--- src/rtl/cve2_obi_mem_responder_if.sv ---
// rtl/cve2_obi_mem_responder_if.sv - OBI-style req/gnt/rvalid bus bundle between core and memory responder
// Signals: req/we/be/addr/wdata driven by the requester (master),
//          gnt/rvalid/rdata/err driven by the responder (slave).
interface cve2_obi_mem_responder_if;
    logic        req;
    logic        gnt;
    logic        we;
    logic [3:0]  be;
    logic [31:0] addr;
    logic [31:0] wdata;
    logic        rvalid;
    logic [31:0] rdata;
    logic        err;

    modport master (
        output req, we, be, addr, wdata,
        input  gnt, rvalid, rdata, err
    );

    modport slave (
        input  req, we, be, addr, wdata,
        output gnt, rvalid, rdata, err
    );
endinterface

--- src/rtl/cve2_obi_mem_responder.sv ---
// rtl/cve2_obi_mem_responder.sv - OBI responder in front of a fixed-latency single-port SRAM
// Ports:
//   clk_i, rst_ni        clock, asynchronous active-low reset
//   bus (slave modport)  req/gnt/we/be/addr/wdata request side, rvalid/rdata/err response side
//   mem_req_o/mem_gnt_i  SRAM access strobe and SRAM-port-available
//   mem_we_o, mem_addr_o, mem_wmask_o, mem_wdata_o  SRAM write/address/bit-mask/data
//   mem_rdata_i          SRAM read data, valid MemLatency cycles after the access
module cve2_obi_mem_responder #(
    parameter logic [31:0] AddrBase       = 32'h3000_0000,
    parameter int unsigned AddrWords      = 512,
    parameter int unsigned MemLatency     = 1,
    parameter int unsigned MaxOutstanding = 2
) (
    input  logic                         clk_i,
    input  logic                         rst_ni,
    cve2_obi_mem_responder_if.slave      bus,
    output logic                         mem_req_o,
    input  logic                         mem_gnt_i,
    output logic                         mem_we_o,
    output logic [$clog2(AddrWords)-1:0] mem_addr_o,
    output logic [31:0]                  mem_wmask_o,
    output logic [31:0]                  mem_wdata_o,
    input  logic [31:0]                  mem_rdata_i
);
    localparam int unsigned AW = $clog2(AddrWords);
    localparam int unsigned CW = $clog2(MaxOutstanding + 1);

    // Range arithmetic is done 33 bits wide so a window near the top of
    // the address space cannot wrap around to look in-range.
    localparam logic [32:0] BaseExt     = {1'b0, AddrBase};
    localparam logic [32:0] WindowBytes = 33'(AddrWords) << 2;
    localparam logic [CW:0] MaxOut      = MaxOutstanding[CW:0];

    logic [32:0] addr_ext;
    logic [32:0] offset;
    logic        in_range;
    logic        bad;
    logic [CW:0] inflight;
    logic        slot_ok;
    logic        gnt;
    logic        mem_req;

    logic [CW-1:0] cnt_q, cnt_d;

    // Response pipeline: one {valid, err, we} entry per cycle of SRAM latency.
    logic [MemLatency-1:0] pv_q, pv_d;
    logic [MemLatency-1:0] pe_q, pe_d;
    logic [MemLatency-1:0] pw_q, pw_d;

    logic resp_valid;
    logic resp_err;
    logic resp_we;

    assign resp_valid = pv_q[MemLatency-1];
    assign resp_err   = pe_q[MemLatency-1];
    assign resp_we    = pw_q[MemLatency-1];

    always_comb begin
        addr_ext = {1'b0, bus.addr[31:2], 2'b00};
        offset   = addr_ext - BaseExt;
        in_range = (addr_ext >= BaseExt) && (offset < WindowBytes);
        bad      = !in_range || (bus.be == 4'b0000);

        // A response leaving this cycle frees its slot right away, which
        // keeps full throughput when MaxOutstanding >= MemLatency.
        inflight = {1'b0, cnt_q} - {{CW{1'b0}}, resp_valid};
        slot_ok  = inflight < MaxOut;

        // Error requests are answered from the pipeline alone, so they
        // never wait for the SRAM port.
        gnt      = bus.req && slot_ok && (bad || mem_gnt_i);
        mem_req  = bus.req && slot_ok && !bad && mem_gnt_i;
    end

    always_comb begin
        pv_d    = '0;
        pe_d    = '0;
        pw_d    = '0;
        pv_d[0] = gnt;
        pe_d[0] = bad;
        pw_d[0] = bus.we;
        for (int i = 1; i < int'(MemLatency); i++) begin
            pv_d[i] = pv_q[i-1];
            pe_d[i] = pe_q[i-1];
            pw_d[i] = pw_q[i-1];
        end
    end

    always_comb begin
        cnt_d = cnt_q;
        if (gnt && !resp_valid) begin
            cnt_d = cnt_q + 1'b1;
        end else if (!gnt && resp_valid) begin
            cnt_d = cnt_q - 1'b1;
        end
    end

    always_ff @(posedge clk_i or negedge rst_ni) begin
        if (!rst_ni) begin
            pv_q  <= '0;
            pe_q  <= '0;
            pw_q  <= '0;
            cnt_q <= '0;
        end else begin
            pv_q  <= pv_d;
            pe_q  <= pe_d;
            pw_q  <= pw_d;
            cnt_q <= cnt_d;
        end
    end

    assign bus.gnt    = gnt;
    assign bus.rvalid = resp_valid;
    assign bus.err    = resp_err;
    assign bus.rdata  = (resp_valid && !resp_err && !resp_we) ? mem_rdata_i : 32'h0;

    assign mem_req_o   = mem_req;
    assign mem_we_o    = bus.we;
    assign mem_addr_o  = offset[AW+1:2];
    assign mem_wmask_o = {{8{bus.be[3]}}, {8{bus.be[2]}}, {8{bus.be[1]}}, {8{bus.be[0]}}};
    assign mem_wdata_o = bus.wdata;

    logic unused_bits;
    assign unused_bits = ^{bus.addr[1:0], offset[32:AW+2], offset[1:0]};
endmodule

--- src/flat_wrapper.sv ---
// flat-port wrapper written by rule: the top's interface ports become plain ports
module cve2_obi_mem_responder_flat 
#(
    parameter logic [31:0] AddrBase       = 32'h3000_0000,
    parameter int unsigned AddrWords      = 512,
    parameter int unsigned MemLatency     = 1,
    parameter int unsigned MaxOutstanding = 2
)
  (clk_i, rst_ni, mem_req_o, mem_gnt_i, mem_we_o, mem_addr_o, mem_wmask_o, mem_wdata_o, mem_rdata_i, bus_req, bus_we, bus_be, bus_addr, bus_wdata, bus_gnt, bus_rvalid, bus_rdata, bus_err);
  cve2_obi_mem_responder_if bus_i ();
  input  logic clk_i;
  input  logic rst_ni;
  output logic mem_req_o;
  input  logic mem_gnt_i;
  output logic mem_we_o;
  output logic [$clog2(AddrWords)-1:0] mem_addr_o;
  output logic [31:0] mem_wmask_o;
  output logic [31:0] mem_wdata_o;
  input  logic [31:0] mem_rdata_i;
  input wire logic [$bits(bus_i.req)-1:0] bus_req;
  input wire logic [$bits(bus_i.we)-1:0] bus_we;
  input wire logic [$bits(bus_i.be)-1:0] bus_be;
  input wire logic [$bits(bus_i.addr)-1:0] bus_addr;
  input wire logic [$bits(bus_i.wdata)-1:0] bus_wdata;
  output wire logic [$bits(bus_i.gnt)-1:0] bus_gnt;
  output wire logic [$bits(bus_i.rvalid)-1:0] bus_rvalid;
  output wire logic [$bits(bus_i.rdata)-1:0] bus_rdata;
  output wire logic [$bits(bus_i.err)-1:0] bus_err;
  assign bus_i.req = bus_req;
  assign bus_i.we = bus_we;
  assign bus_i.be = bus_be;
  assign bus_i.addr = bus_addr;
  assign bus_i.wdata = bus_wdata;
  assign bus_gnt = bus_i.gnt;
  assign bus_rvalid = bus_i.rvalid;
  assign bus_rdata = bus_i.rdata;
  assign bus_err = bus_i.err;
  cve2_obi_mem_responder #(.AddrBase(AddrBase), .AddrWords(AddrWords), .MemLatency(MemLatency), .MaxOutstanding(MaxOutstanding)) u_core (.clk_i(clk_i), .rst_ni(rst_ni), .bus(bus_i), .mem_req_o(mem_req_o), .mem_gnt_i(mem_gnt_i), .mem_we_o(mem_we_o), .mem_addr_o(mem_addr_o), .mem_wmask_o(mem_wmask_o), .mem_wdata_o(mem_wdata_o), .mem_rdata_i(mem_rdata_i));
endmodule
--- config.mk ---
export PLATFORM = sky130hd
export DESIGN_NAME = cve2_obi_mem_responder_flat
export DESIGN_NICKNAME = d
export VERILOG_FILES = /design/src/rtl/cve2_obi_mem_responder_if.sv /design/src/rtl/cve2_obi_mem_responder.sv /design/src/flat_wrapper.sv
export SDC_FILE = /design/constraint.sdc
export NUM_CORES = 1
export LEC_CHECK = 0
export BUFFER_PORTS_ARGS = -buffer_cell sky130_fd_sc_hd__buf_2
export CORE_AREA = 8 8 77 79
export CTS_CLUSTER_SIZE = 12
export DETAILED_ROUTE_END_ITERATION = 12
export DIE_AREA = 0 0 85 87
export PLACE_DENSITY = 0.76
export SLEW_MARGIN = 15
export SYNTH_ARGS = -nofsm -noshare
export SYNTH_HDL_FRONTEND = slang
export SYNTH_SLANG_ARGS = --single-unit
--- constraint.sdc ---
create_clock -name clk_i -period 1.6 [get_ports clk_i]
set_input_delay 0 -clock clk_i [delete_from_list [all_inputs] [get_ports clk_i]]
set_output_delay 0 -clock clk_i [all_outputs]
set_load 0.02 [all_outputs]
==> metrics.txt <==
# TYPE chip_impl_metric gauge
chip_impl_metric{name="crit_arrival",unit="ns"} 1.66
chip_impl_info{name="run_status",value="finished, final reports clean"} 1
chip_impl_info{name="tritoncts",value="done"} 1
chip_impl_metric{name="avgSynthCellArea",unit="um^2"} 7.690
chip_impl_metric{name="tritoncts.num_buffers",unit=""} 3
chip_impl_metric{name="share_comb_of_total_power",unit=""} 0.376
chip_impl_info{name="start_kind",value="flop"} 1
chip_impl_metric{name="overall_global_routing_resource_usage",unit=""} 0.09590
chip_impl_metric{name="cts.sink_count",unit=""} 5
chip_impl_metric{name="finalWirelength",unit="um"} 4157
chip_impl_metric{name="mappedNetlistArea",unit="um^2"} 1107
chip_impl_metric{name="cts_max_level",unit=""} 1
chip_impl_metric{name="antenna_found_initial",unit=""} 1
chip_impl_metric{name="floorplan.rows",unit=""} 26
chip_impl_metric{name="drt-pass1-iter-count",unit=""} 3
chip_impl_metric{name="finClkSkew",unit="ns"} 0.0001465
chip_impl_metric{name="final_cell_count_no_fill",unit=""} 269
chip_impl_metric{name="io_buffers",unit=""} 130
chip_impl_metric{name="grt_max_degree",unit=""} 33
chip_impl_metric{name="timing.critical_path.fanout_max",unit=""} 2
chip_impl_metric{name="gr-total-overflow",unit=""} 0
chip_impl_metric{name="netlist_instances",unit=""} 144
chip_impl_info{name="critical_path.top_delay_family",value="XOR/XNOR gates"} 1
chip_impl_metric{name="timing.final.max_slew_violations",unit=""} 0
chip_impl_metric{name="p_int",unit="uW"} 399.8
chip_impl_metric{name="met3RoutedLength",unit="um"} 743
chip_impl_metric{name="clock_latency_on_the_worst_skew_pair",unit="ns"} 0.22
chip_impl_info{name="highest_layer",value="met5"} 1
chip_impl_metric{name="power.share.sequential",unit=""} 0.223
chip_impl_metric{name="dieArea",unit="um^2"} 7395
chip_impl_metric{name="whs",unit="ns"} 0.000007769
chip_impl_metric{name="max-clock-path-buffers",unit=""} 2
chip_impl_metric{name="post_drt_wl_per_cell",unit="um"} 15.45
chip_impl_metric{name="min_period",unit="ns"} 1.568
chip_impl_metric{name="final_min_period_over_clock_period",unit=""} 0.9798
chip_impl_info{name="timing.critical_path.slowest_stage_cell",value="sky130_fd_sc_hd__dfrtp_2"} 1
chip_impl_metric{name="mappedNetlistNets",unit=""} 251
chip_impl_metric{name="max_stage_delay",unit="ns"} 0.39
chip_impl_metric{name="final_hold_viol_count",unit=""} 0
chip_impl_metric{name="ys_types",unit=""} 22
chip_impl_info{name="critPathCaptureType",value="flop"} 1
chip_impl_metric{name="postLayoutCoreUtil",unit=""} 0.3144
chip_impl_metric{name="drt-met1-wl",unit="um"} 1340
chip_impl_metric{name="worst-slew-pin-transition",unit="ns"} 0.4233
chip_impl_metric{name="drc_errors",unit=""} 0
chip_impl_metric{name="fraction_of_power_spent_switching_nets",unit=""} 0.3111
chip_impl_metric{name="gp_congestion",unit=""} 0.7701
chip_impl_info{name="clock-root-buffer",value="sky130_fd_sc_hd__clkbuf_8"} 1
chip_impl_metric{name="fill_cells",unit=""} 494
chip_impl_metric{name="first_global_vias",unit=""} 1204
chip_impl_metric{name="seq_area",unit="um^2"} 126.4
chip_impl_metric{name="timing.fmax",unit="MHz"} 637.9
chip_impl_metric{name="synth_seq_cells",unit=""} 5
chip_impl_metric{name="chipWidth",unit="um"} 85
chip_impl_info{name="rsz_0062_raised_after_global_routing",value="yes"} 1
chip_impl_info{name="holdCritPathClass",value="in2out"} 1
chip_impl_metric{name="chipHeight",unit="um"} 87
chip_impl_metric{name="initialDrtViolationCount",unit=""} 5
chip_impl_metric{name="irDropWorstVdd",unit="mV"} 0.1192
chip_impl_metric{name="preCtsSetupSlack",unit="ns"} -0.2196
chip_impl_info{name="criticalPathCategory",value="reg2reg"} 1
chip_impl_metric{name="cp_required",unit="ns"} 1.69
chip_impl_metric{name="final_nets",unit=""} 321
chip_impl_metric{name="maxCapViolations",unit=""} 0
chip_impl_metric{name="timing.critical_path.buf_inv",unit=""} 0
chip_impl_metric{name="multi_input_area",unit="um^2"} 504.2
chip_impl_metric{name="drt-vias-per-instance",unit=""} 4.167
chip_impl_metric{name="post_route_cells_drive_above_1_share",unit=""} 0.7465
chip_impl_metric{name="slew_headroom",unit=""} 0.7147
chip_impl_info{name="critical_path.cell_chain",value="nor2b_4 > xnor2_2 > nand2_2 > a21oi_4 > ha_4 > xor2_1 > nor2_1 > xor2_1"} 1
chip_impl_metric{name="finish_stage_setup_viols",unit=""} 0
chip_impl_metric{name="clk_pin_slew_worst_paths",unit="ns"} 0.04
chip_impl_metric{name="initial_utilization",unit=""} 0.2284
chip_impl_metric{name="power_leakage",unit="uW"} 0.0008885
chip_impl_metric{name="ys_seq_area_frac",unit=""} 0.1130
chip_impl_metric{name="synth_warnings",unit=""} 0
chip_impl_metric{name="power_switching",unit="uW"} 180.5
chip_impl_metric{name="grt_first_pass_wirelength",unit="um"} 5699
chip_impl_metric{name="design.core.area",unit="um^2"} 4847
chip_impl_metric{name="power.density_cell_area",unit="nW/um^2"} 380.8
chip_impl_metric{name="vias",unit=""} 1121
chip_impl_metric{name="final_antenna_net_count",unit=""} 0
chip_impl_metric{name="routed_met2_length",unit="um"} 2037
chip_impl_info{name="path_common_cell",value="sky130_fd_sc_hd__xor2_1"} 1
chip_impl_metric{name="post-place-cells",unit=""} 259
chip_impl_metric{name="antennaDiodeCount",unit=""} 0
chip_impl_metric{name="syn2layout_area_growth",unit="%"} 37.63
chip_impl_metric{name="share_clk_of_total_power",unit=""} 0.401
chip_impl_metric{name="detailedPlacementHpwl",unit="um"} 3494
chip_impl_metric{name="io-pin-count",unit=""} 215
chip_impl_metric{name="r2r_slack",unit="ns"} 0.03
chip_impl_metric{name="setup_ws",unit="ns"} 0.03235
[layer usage]
layer,global-route usage,up-vias
met2,0.1733,116
met4,0.03236,2
li1,-,517
met1,0.07842,480
met5,0,-
met3,0.07264,6
[power by group through the flow]
| stage | Clock [uW] | Sequential, uW | Combinational, uW |
|---|---|---|---|
| 4_1_cts | 234 | 129 | 218 |
| 2_1_floorplan | 0 | 130 | 285 |
| 3_3_place_gp | 0 | 131 | 204 |
| 6_report | 232 | 130 | 218 |
| 3_5_place_dp | 0 | 131 | 206 |
| 5_1_grt | 248 | 130 | 236 |
[synth_stat cells (all sizes together)]
cell type / instances / area (um^2)
xor2: 2 / 17.52
nor2: 2 / 7.510
nor3: 2 / 10.01
inv: 3 / 11.26
nand2: 4 / 15.01
and3b: 1 / 8.760
dfrtp: 5 / 125.1
clkbuf: 3 / 11.26
nor4b: 1 / 8.760
nor4: 3 / 31.28
nor2b: 2 / 12.51
a2111oi: 1 / 15.01
ha: 2 / 25.02
and4: 1 / 8.760
xnor2: 2 / 17.52
and2: 32 / 200.2
a21oi: 1 / 5.000
buf: 74 / 555.5
o41ai: 1 / 8.760
o21ai: 1 / 5.000
a21boi: 1 / 7.510
[final timing paths]
path                                              from                     endpoint  depth (start not counted)
max                        u_core.bus.rvalid$_DFF_PN0_  u_core.cnt_q[1]$_DFFE_PN0P_                          8
min                                      bus_wdata[21]              mem_wdata_o[21]                          0
max reg2reg                u_core.bus.rvalid$_DFF_PN0_  u_core.cnt_q[1]$_DFFE_PN0P_                          8
min reg2reg                u_core.cnt_q[1]$_DFFE_PN0P_  u_core.cnt_q[1]$_DFFE_PN0P_                          1
max in group asynchronous                       rst_ni  u_core.bus.rvalid$_DFF_PN0_                          2
min in group asynchronous                       rst_ni  u_core.cnt_q[1]$_DFFE_PN0P_                          2
[layout make-up]
class	instances	share of cell area
Timing Repair Buffer	142	0.5016
Clock buffer	4	0.02956
Sequential cell	5	0.08292
Tap cell	56	0.04598
Multi-Input combinational cell	59	0.3309
Inverter	3	0.009031
[state kept, by name, summed over array words and instances (netlist names)]
register	flops
u_core.pw_q	1
u_core.cnt_q	2
u_core.bus.rvalid	1
u_core.bus.err	1
[placed cells by master, fill, tap and decap left out, types with 2 or more instances in the layout]
cell type	instances
sky130_fd_sc_hd__ha_4	2
sky130_fd_sc_hd__clkbuf_8	3
sky130_fd_sc_hd__buf_4	9
sky130_fd_sc_hd__nor4_2	3
sky130_fd_sc_hd__nand2_1	3
sky130_fd_sc_hd__xor2_1	2
sky130_fd_sc_hd__nor2_1	2
sky130_fd_sc_hd__and2_1	31
sky130_fd_sc_hd__dfrtp_1	4
sky130_fd_sc_hd__dlygate4sd3_1	2
sky130_fd_sc_hd__buf_2	127
sky130_fd_sc_hd__inv_1	2
sky130_fd_sc_hd__buf_6	3
[cell families (layout without fill, tap and decap cells)]
kind of cell,after synthesis,after routing,share of synthesized area
DFF,5,5,0.1130
AOI/OAI and AO/OA,5,5,0.03728
and+or+nand+nor,48,48,0.2734
xor gates and xnor gates,4,4,0.03164
buffers and inverters,80,149,0.5220
adders and majority gates,2,2,0.02260
[repair_timing]
action,CTS,global route
setup buffers,2,1
hold buffers,2,0
gates resized for setup,9,12
pin swaps,10,7
hold endpoints to repair,6,0
cloned,0,2
setup endpoints to repair,1,34
[per-stage QoR]
stage          setup TNS, ns  cell area, um^2  total power (uW)
2_1_floorplan       -0.07101             1145             415.0
3_3_place_gp         -0.1611             1349             334.4
3_5_place_dp         -0.2432             1349             337.1
4_1_cts             -0.01414             1476             581.7
5_1_grt             -0.06943             1524             614.0
6_report                   0             1524             580.3
No activity file was read; power rests on OpenSTA's default activity.
